**src/rtl/id_ex_stage.sv**
```systemverilog
// ID/EX pipeline register with load-use / RAW hazard detection and forwarding-select generation.
// Define ID_EX_FWD_EN to compile in EX/MEM forwarding; otherwise every RAW hazard stalls.
module id_ex_stage (
    input  logic        clk,
    input  logic        rst,
    input  logic        id_valid,
    input  logic [31:0] id_pc,
    input  logic [4:0]  id_rs1,
    input  logic [4:0]  id_rs2,
    input  logic [4:0]  id_rd,
    input  logic [31:0] id_rd1,
    input  logic [31:0] id_rd2,
    input  logic [31:0] id_imm,
    input  logic        id_regwrite,
    input  logic        id_memwrite,
    input  logic        id_memread,
    input  logic        id_alusrc,
    input  logic        id_is_jump,
    input  logic        id_has_rs2,
    input  logic        id_without_rs,
    input  logic [4:0]  id_aluop,
    input  logic [1:0]  id_wdsel,
    input  logic [2:0]  id_dmtype,
    input  logic [7:0]  id_jump_type,
    input  logic        ex_redirect,
    input  logic        mem_regwrite,
    input  logic [4:0]  mem_rd,
    output logic        stall,
    output logic        ex_valid,
    output logic [31:0] ex_pc,
    output logic [4:0]  ex_rs1,
    output logic [4:0]  ex_rs2,
    output logic [4:0]  ex_rd,
    output logic [31:0] ex_rd1,
    output logic [31:0] ex_rd2,
    output logic [31:0] ex_imm,
    output logic        ex_regwrite,
    output logic        ex_memwrite,
    output logic        ex_memread,
    output logic        ex_alusrc,
    output logic        ex_is_jump,
    output logic [4:0]  ex_aluop,
    output logic [1:0]  ex_wdsel,
    output logic [2:0]  ex_dmtype,
    output logic [7:0]  ex_jump_type,
    output logic [1:0]  ex_fwd_a,
    output logic [1:0]  ex_fwd_b,
    output logic [15:0] stall_cycles
);

    logic       use1, use2;
    logic       hit_e1, hit_e2, hit_m1, hit_m2;
    logic       hazard;
    logic [1:0] fwd_a_d, fwd_b_d;

    always_comb begin
        use1   = id_valid & ~id_without_rs & (id_rs1 != 5'd0);
        use2   = id_valid & id_has_rs2 & (id_rs2 != 5'd0);
        hit_e1 = ex_valid & ex_regwrite & (ex_rd != 5'd0) & (ex_rd == id_rs1) & use1;
        hit_e2 = ex_valid & ex_regwrite & (ex_rd != 5'd0) & (ex_rd == id_rs2) & use2;
        hit_m1 = mem_regwrite & (mem_rd != 5'd0) & (mem_rd == id_rs1) & use1;
        hit_m2 = mem_regwrite & (mem_rd != 5'd0) & (mem_rd == id_rs2) & use2;
`ifdef ID_EX_FWD_EN
        hazard = ~ex_redirect & ex_memread & (hit_e1 | hit_e2);
        // A load still in EX has no result yet, so only an ALU producer forwards from EX/MEM.
        fwd_a_d = (hit_e1 & ~ex_memread) ? 2'b01 : (hit_m1 ? 2'b10 : 2'b00);
        fwd_b_d = (hit_e2 & ~ex_memread) ? 2'b01 : (hit_m2 ? 2'b10 : 2'b00);
`else
        hazard  = ~ex_redirect & (hit_e1 | hit_e2 | hit_m1 | hit_m2);
        fwd_a_d = 2'b00;
        fwd_b_d = 2'b00;
`endif
        stall = hazard;
    end

    always_ff @(posedge clk) begin
        if (rst || ex_redirect || hazard) begin
            ex_valid     <= 1'b0;
            ex_pc        <= '0;
            ex_rs1       <= '0;
            ex_rs2       <= '0;
            ex_rd        <= '0;
            ex_rd1       <= '0;
            ex_rd2       <= '0;
            ex_imm       <= '0;
            ex_regwrite  <= 1'b0;
            ex_memwrite  <= 1'b0;
            ex_memread   <= 1'b0;
            ex_alusrc    <= 1'b0;
            ex_is_jump   <= 1'b0;
            ex_aluop     <= '0;
            ex_wdsel     <= '0;
            ex_dmtype    <= '0;
            ex_jump_type <= '0;
            ex_fwd_a     <= 2'b00;
            ex_fwd_b     <= 2'b00;
        end else begin
            ex_valid     <= id_valid;
            ex_pc        <= id_pc;
            ex_rs1       <= id_rs1;
            ex_rs2       <= id_rs2;
            ex_rd        <= id_rd;
            ex_rd1       <= id_rd1;
            ex_rd2       <= id_rd2;
            ex_imm       <= id_imm;
            ex_regwrite  <= id_regwrite;
            ex_memwrite  <= id_memwrite;
            ex_memread   <= id_memread;
            ex_alusrc    <= id_alusrc;
            ex_is_jump   <= id_is_jump;
            ex_aluop     <= id_aluop;
            ex_wdsel     <= id_wdsel;
            ex_dmtype    <= id_dmtype;
            ex_jump_type <= id_jump_type;
            ex_fwd_a     <= fwd_a_d;
            ex_fwd_b     <= fwd_b_d;
        end
    end

    always_ff @(posedge clk) begin
        if (rst) begin
            stall_cycles <= '0;
        end else if (hazard && (stall_cycles != 16'hFFFF)) begin
            stall_cycles <= stall_cycles + 16'd1;
        end
    end

endmodule
```
**config.mk**
```make
export PLATFORM = sky130hd
export DESIGN_NAME = id_ex_stage
export DESIGN_NICKNAME = d
export VERILOG_FILES = /design/src/rtl/id_ex_stage.sv
export SDC_FILE = /design/constraint.sdc
export NUM_CORES = 1
export LEC_CHECK = 0
export BUFFER_PORTS_ARGS = -buffer_cell sky130_fd_sc_hd__buf_2
export CAP_MARGIN = 40
export CELL_PAD_IN_SITES_DETAIL_PLACEMENT = 1
export CELL_PAD_IN_SITES_GLOBAL_PLACEMENT = 2
export CORE_ASPECT_RATIO = 0.7
export CORE_MARGIN = 2
export CORE_UTILIZATION = 26
export DETAILED_ROUTE_END_ITERATION = 10
export PLACE_DENSITY = 0.84
export SYNTH_ARGS = -nofsm -noshare
export SYNTH_HDL_FRONTEND = slang
export SYNTH_SLANG_ARGS = --single-unit
```
**constraint.sdc**
```tcl
create_clock -name clk -period 4.5 [get_ports clk]
set_clock_uncertainty 0.15 [all_clocks]
set_input_delay 0.675 -clock clk [delete_from_list [all_inputs] [get_ports clk]]
set_output_delay 0.675 -clock clk [all_outputs]
set_load 0.02 [all_outputs]
```
==> key figures <==
Run status
  – Status: finished clean

Route
  – Via count: 4662
  – ANT nets after route: 0
  – DR WL/cell: 15.9 um
  – Post-Route WL: 18300 um
  – DRC: 0
  – Vias per cell: 4.04
  – DRT Pass-1 Iters: 4
  – 1st-iter DRT viols: 165

GRT
  – Global-route wire length before repair: 27400 um
  – Global route overflow: 0
  – Via count of the first global-routing pass: 4776
  – Routing usage on met3: 8.72%
  – Met1 usage: 17.7%
  – Total track usage: 15.6%
  – Antenna violations before repair: 5
  – GRT busiest layer: met2
  – Met2 Use GR: 25.5%
  – Largest net degree at the start of global routing: 157

Timing
  – Max-slew headroom: 45.5%
  – Final Max Tran Viols: 0
  – Period utilization: 75.0%
  – Maximum clock rate: 296 MHz
  – Final setup fails: 0
  – Final worst slack: 1.12 ns
  – Hold Vio Cnt, Final: 0
  – RSZ-0062 raised after global routing: no
  – Crit path time final: 3.38 ns
  – Setup_tns: 0 ns
  – Worst slew pin tran: 0.815 ns

Final layout
  – Final #Nets: 1036
  – Layout area overhead: 46.0%
  – Fillers: 2553
  – Share of layout cells above drive strength 1: 47.6%
  – Final Util: 38.7%

Power
  – Reg power frac: 48.8%
  – Logic gate share of total power: 9.1%
  – LEAKAGE: 4.17 nW
  – Worst vdd ir: 0.000224 V
  – Switching part of the total: 24.8%
  – Switch Pwr: 862 uW
  – Cell area power density: 415 mW/mm2
  – Clock Power Share: 42.1%
  – Internal power: 2.62 mW

CTS
  – Clk root buf: clkbuf_16
  – Clock sinks: 183
  – Clk buf depth: 2
  – H-tree Lvls: 4
  – Clk_lat worst skew: 0.42 ns
  – Cts hold-fix bufs: 0
  – Post-CTS setup buffers: 0
  – CTS tree: done
  – CTS Buf Count: 17
  – Post-CTS Resized: 0
  – Clk pin slew, worst setup/hold paths: 0.07 ns

Floorplan
  – Core area: 0.0217 mm2
  – Chip height: 128 um
  – Full die area: 0.0233 mm2
  – I/O pin cnt: 366
  – # rows: 45
  – Die Span X: 182 um
  – Initial Util: 26.5%

Synthesis
  – FF+latch count, synth: 183
  – Ys flop type: dfxtp_1
  – Seq/Total Area, Yosys: 63.8%
  – Share of synthesized flip-flops with an asynchronous set or reset: 0%
  – Synth unique cells: 41
  – Post-synth EDFFs: 0
  – Post-Syn Instances: 497
  – Yosys warns: 0
  – Post-Syn Area per Cell: 11.6 um2
  – Mapped Area: 0.00574 mm2

Hold path
  – Worst hold path depth: 2
  – Hold EP: ex_rd1[20]
  – Hold Crit Class: in2reg
  – Hold Crit Start: id_rd1[20]

Placed design
  – IO Port Bufs: 361
  – GPL Wtd Cong: 0.779
  – Place WS: 1.12 ns
  – HPWL after DPL: 13900 um

Worst setup path
  – Crit Path Max Fanout: 7
  – Reg-to-reg startpoint: ex_rd[1]
  – CP top delay family: simple AND/OR/NAND/NOR gates
  – CP max stage cell: o211ai_1
  – Worst setup SP type: register
  – R2R Path End: stall_cycles[15]
  – Worst Reg-to-Reg Cells: 8
  – Worst Setup End Kind: output pin
  – CP max stage delay: 0.67 ns
  – Required time worst endpoint: 3.67 ns
  – Setup Crit Path Kind: reg2out
  – Worst Path Buf+Inv: 1
  – FF-to-FF setup slack: 1.56 ns
  – CP Cell Sequence: or4_1 > nor2_2 > nor4_2 > o211ai_1 > nand2_1 > buf_2
  – Critical Path AT: 2.55 ns

Run
  – Maxcap violations: 0
==> power by group through the flow <==
stage | clock, mW | sequential, mW | combinational (mW)
after CTS | 1.52 | 1.70 | 0.323
after global placement | 0 | 1.73 | 0.319
final | 1.47 | 1.70 | 0.317
after global routing | 1.59 | 1.70 | 0.347
after detailed placement | 0 | 1.73 | 0.321
after floorplan | 0 | 1.81 | 0.0824
==> layout by cell type, fill, tap and decap left out, types with 3 or more instances in the layout <==
cell type and instances:
nand2_1 9, xor2_1 8, or4_1 3, clkbuf_16 17, inv_6 3, xnor2_1 23
clkinv_4 5, mux2_2 3, nor4_2 4, buf_2 361, buf_4 3, inv_1 3
nand4_1 10, nor2b_1 3, and2_1 167, nor2_1 19, a211oi_1 4, dfxtp_1 183
conb_1 4, a2111oi_2 3
==> state kept, by name (all words and copies together), names as in the netlist, 8 cells and up <==
register      flops
ex_jump_type      8
ex_rd1           32
stall_cycles     16
ex_rd2           32
ex_pc            32
ex_imm           32
==> cells in the mapped netlist (all sizes together) (2+ instances only) <==
cell / count / area (um2)
dfxtp: 183 / 3660
and2: 168 / 1050
xnor2: 23 / 201
buf: 22 / 131
nor2: 21 / 83.8
nand4: 10 / 62.6
nand2: 9 / 33.8
xor2: 8 / 70.1
a2111oi: 5 / 82.6
a211oi: 5 / 42.5
clkbuf: 5 / 18.8
nor4: 4 / 50.1
a21oi: 3 / 18.8
inv: 3 / 11.3
mux2: 3 / 33.8
nor2b: 3 / 18.8
or4: 3 / 22.5
and3: 2 / 12.5
nand3: 2 / 10.0
nor3: 2 / 26.3
o211ai: 2 / 15.0
o21ai: 2 / 10.0
==> final cells by class <==
class	instances	area, um2	area share (%)
tap	282	353	4.21
clock inverter	12	118	1.40
clock buffer	20	457	5.45
inverter	3	11.3	0.134
sequential	183	3660	43.7
multi-input combinational	287	1930	23.0
timing repair buffer	365	1850	22.0
antenna	2	5.00	0.0597
==> through the flow <==
stage / cells / total power, mW / hold WS, ns / instance area (um2)
after floorplan: 500 / 1.90 / 0.459 / 5760
after global placement: 1119 / 2.05 / 0.377 / 7800
after detailed placement: 1120 / 2.05 / 0.390 / 7810
after CTS: 1152 / 3.54 / 0.264 / 8380
after global routing: 1153 / 3.64 / 0.263 / 8380
final: 1154 / 3.48 / 0.288 / 8390
==> layer usage <==
metal  share of wire, %  up-vias
met5               0.19        -
met4                1.1        6
met3                 11       17
met2                 47      169
met1                 41     2183
li1                   -     2287
==> how the worst max path moves through the flow <==
stage	start	to	slack, ns	depth (start not counted)
after floorplan	mem_rd[1]	stall	1.61	6
after global placement	mem_rd[1]	stall_cycles[15]	1.12	9
after detailed placement	mem_rd[1]	stall_cycles[15]	1.12	9
after CTS	ex_rd[1]	stall	1.07	6
after global routing	ex_rd[1]	stall	0.94	6
final	ex_rd[1]	stall	1.12	6
==> logic make-up (layout without fill, tap and decap cells) <==
logic type                 after synthesis  count (layout)  share of synthesized area, %
xor gates and xnor gates                31              31                          4.73
buffers and inverters                   30             400                          2.81
AOI/OAI and AO/OA                       19              19                          3.27
other                                    1               6                        0.0653
adders and majority gates                1               1                         0.218
muxes                                    4               4                         0.762
DFF                                    183             183                          63.8
and+or+nand+nor                        228             228                          24.4
==> worst reg2reg max path, stage by stage, from the launching register on <==
cell,delay (ns)
dfxtp_1,0.36
or4_1,0.56
nor2_2,0.16
nor4_2,0.09
o211ai_1,0.67
buf_4,0.30
a211oi_2,0.11
nand4_1,0.12
mux2_2,0.33
(Power assumes the default switching activity.)
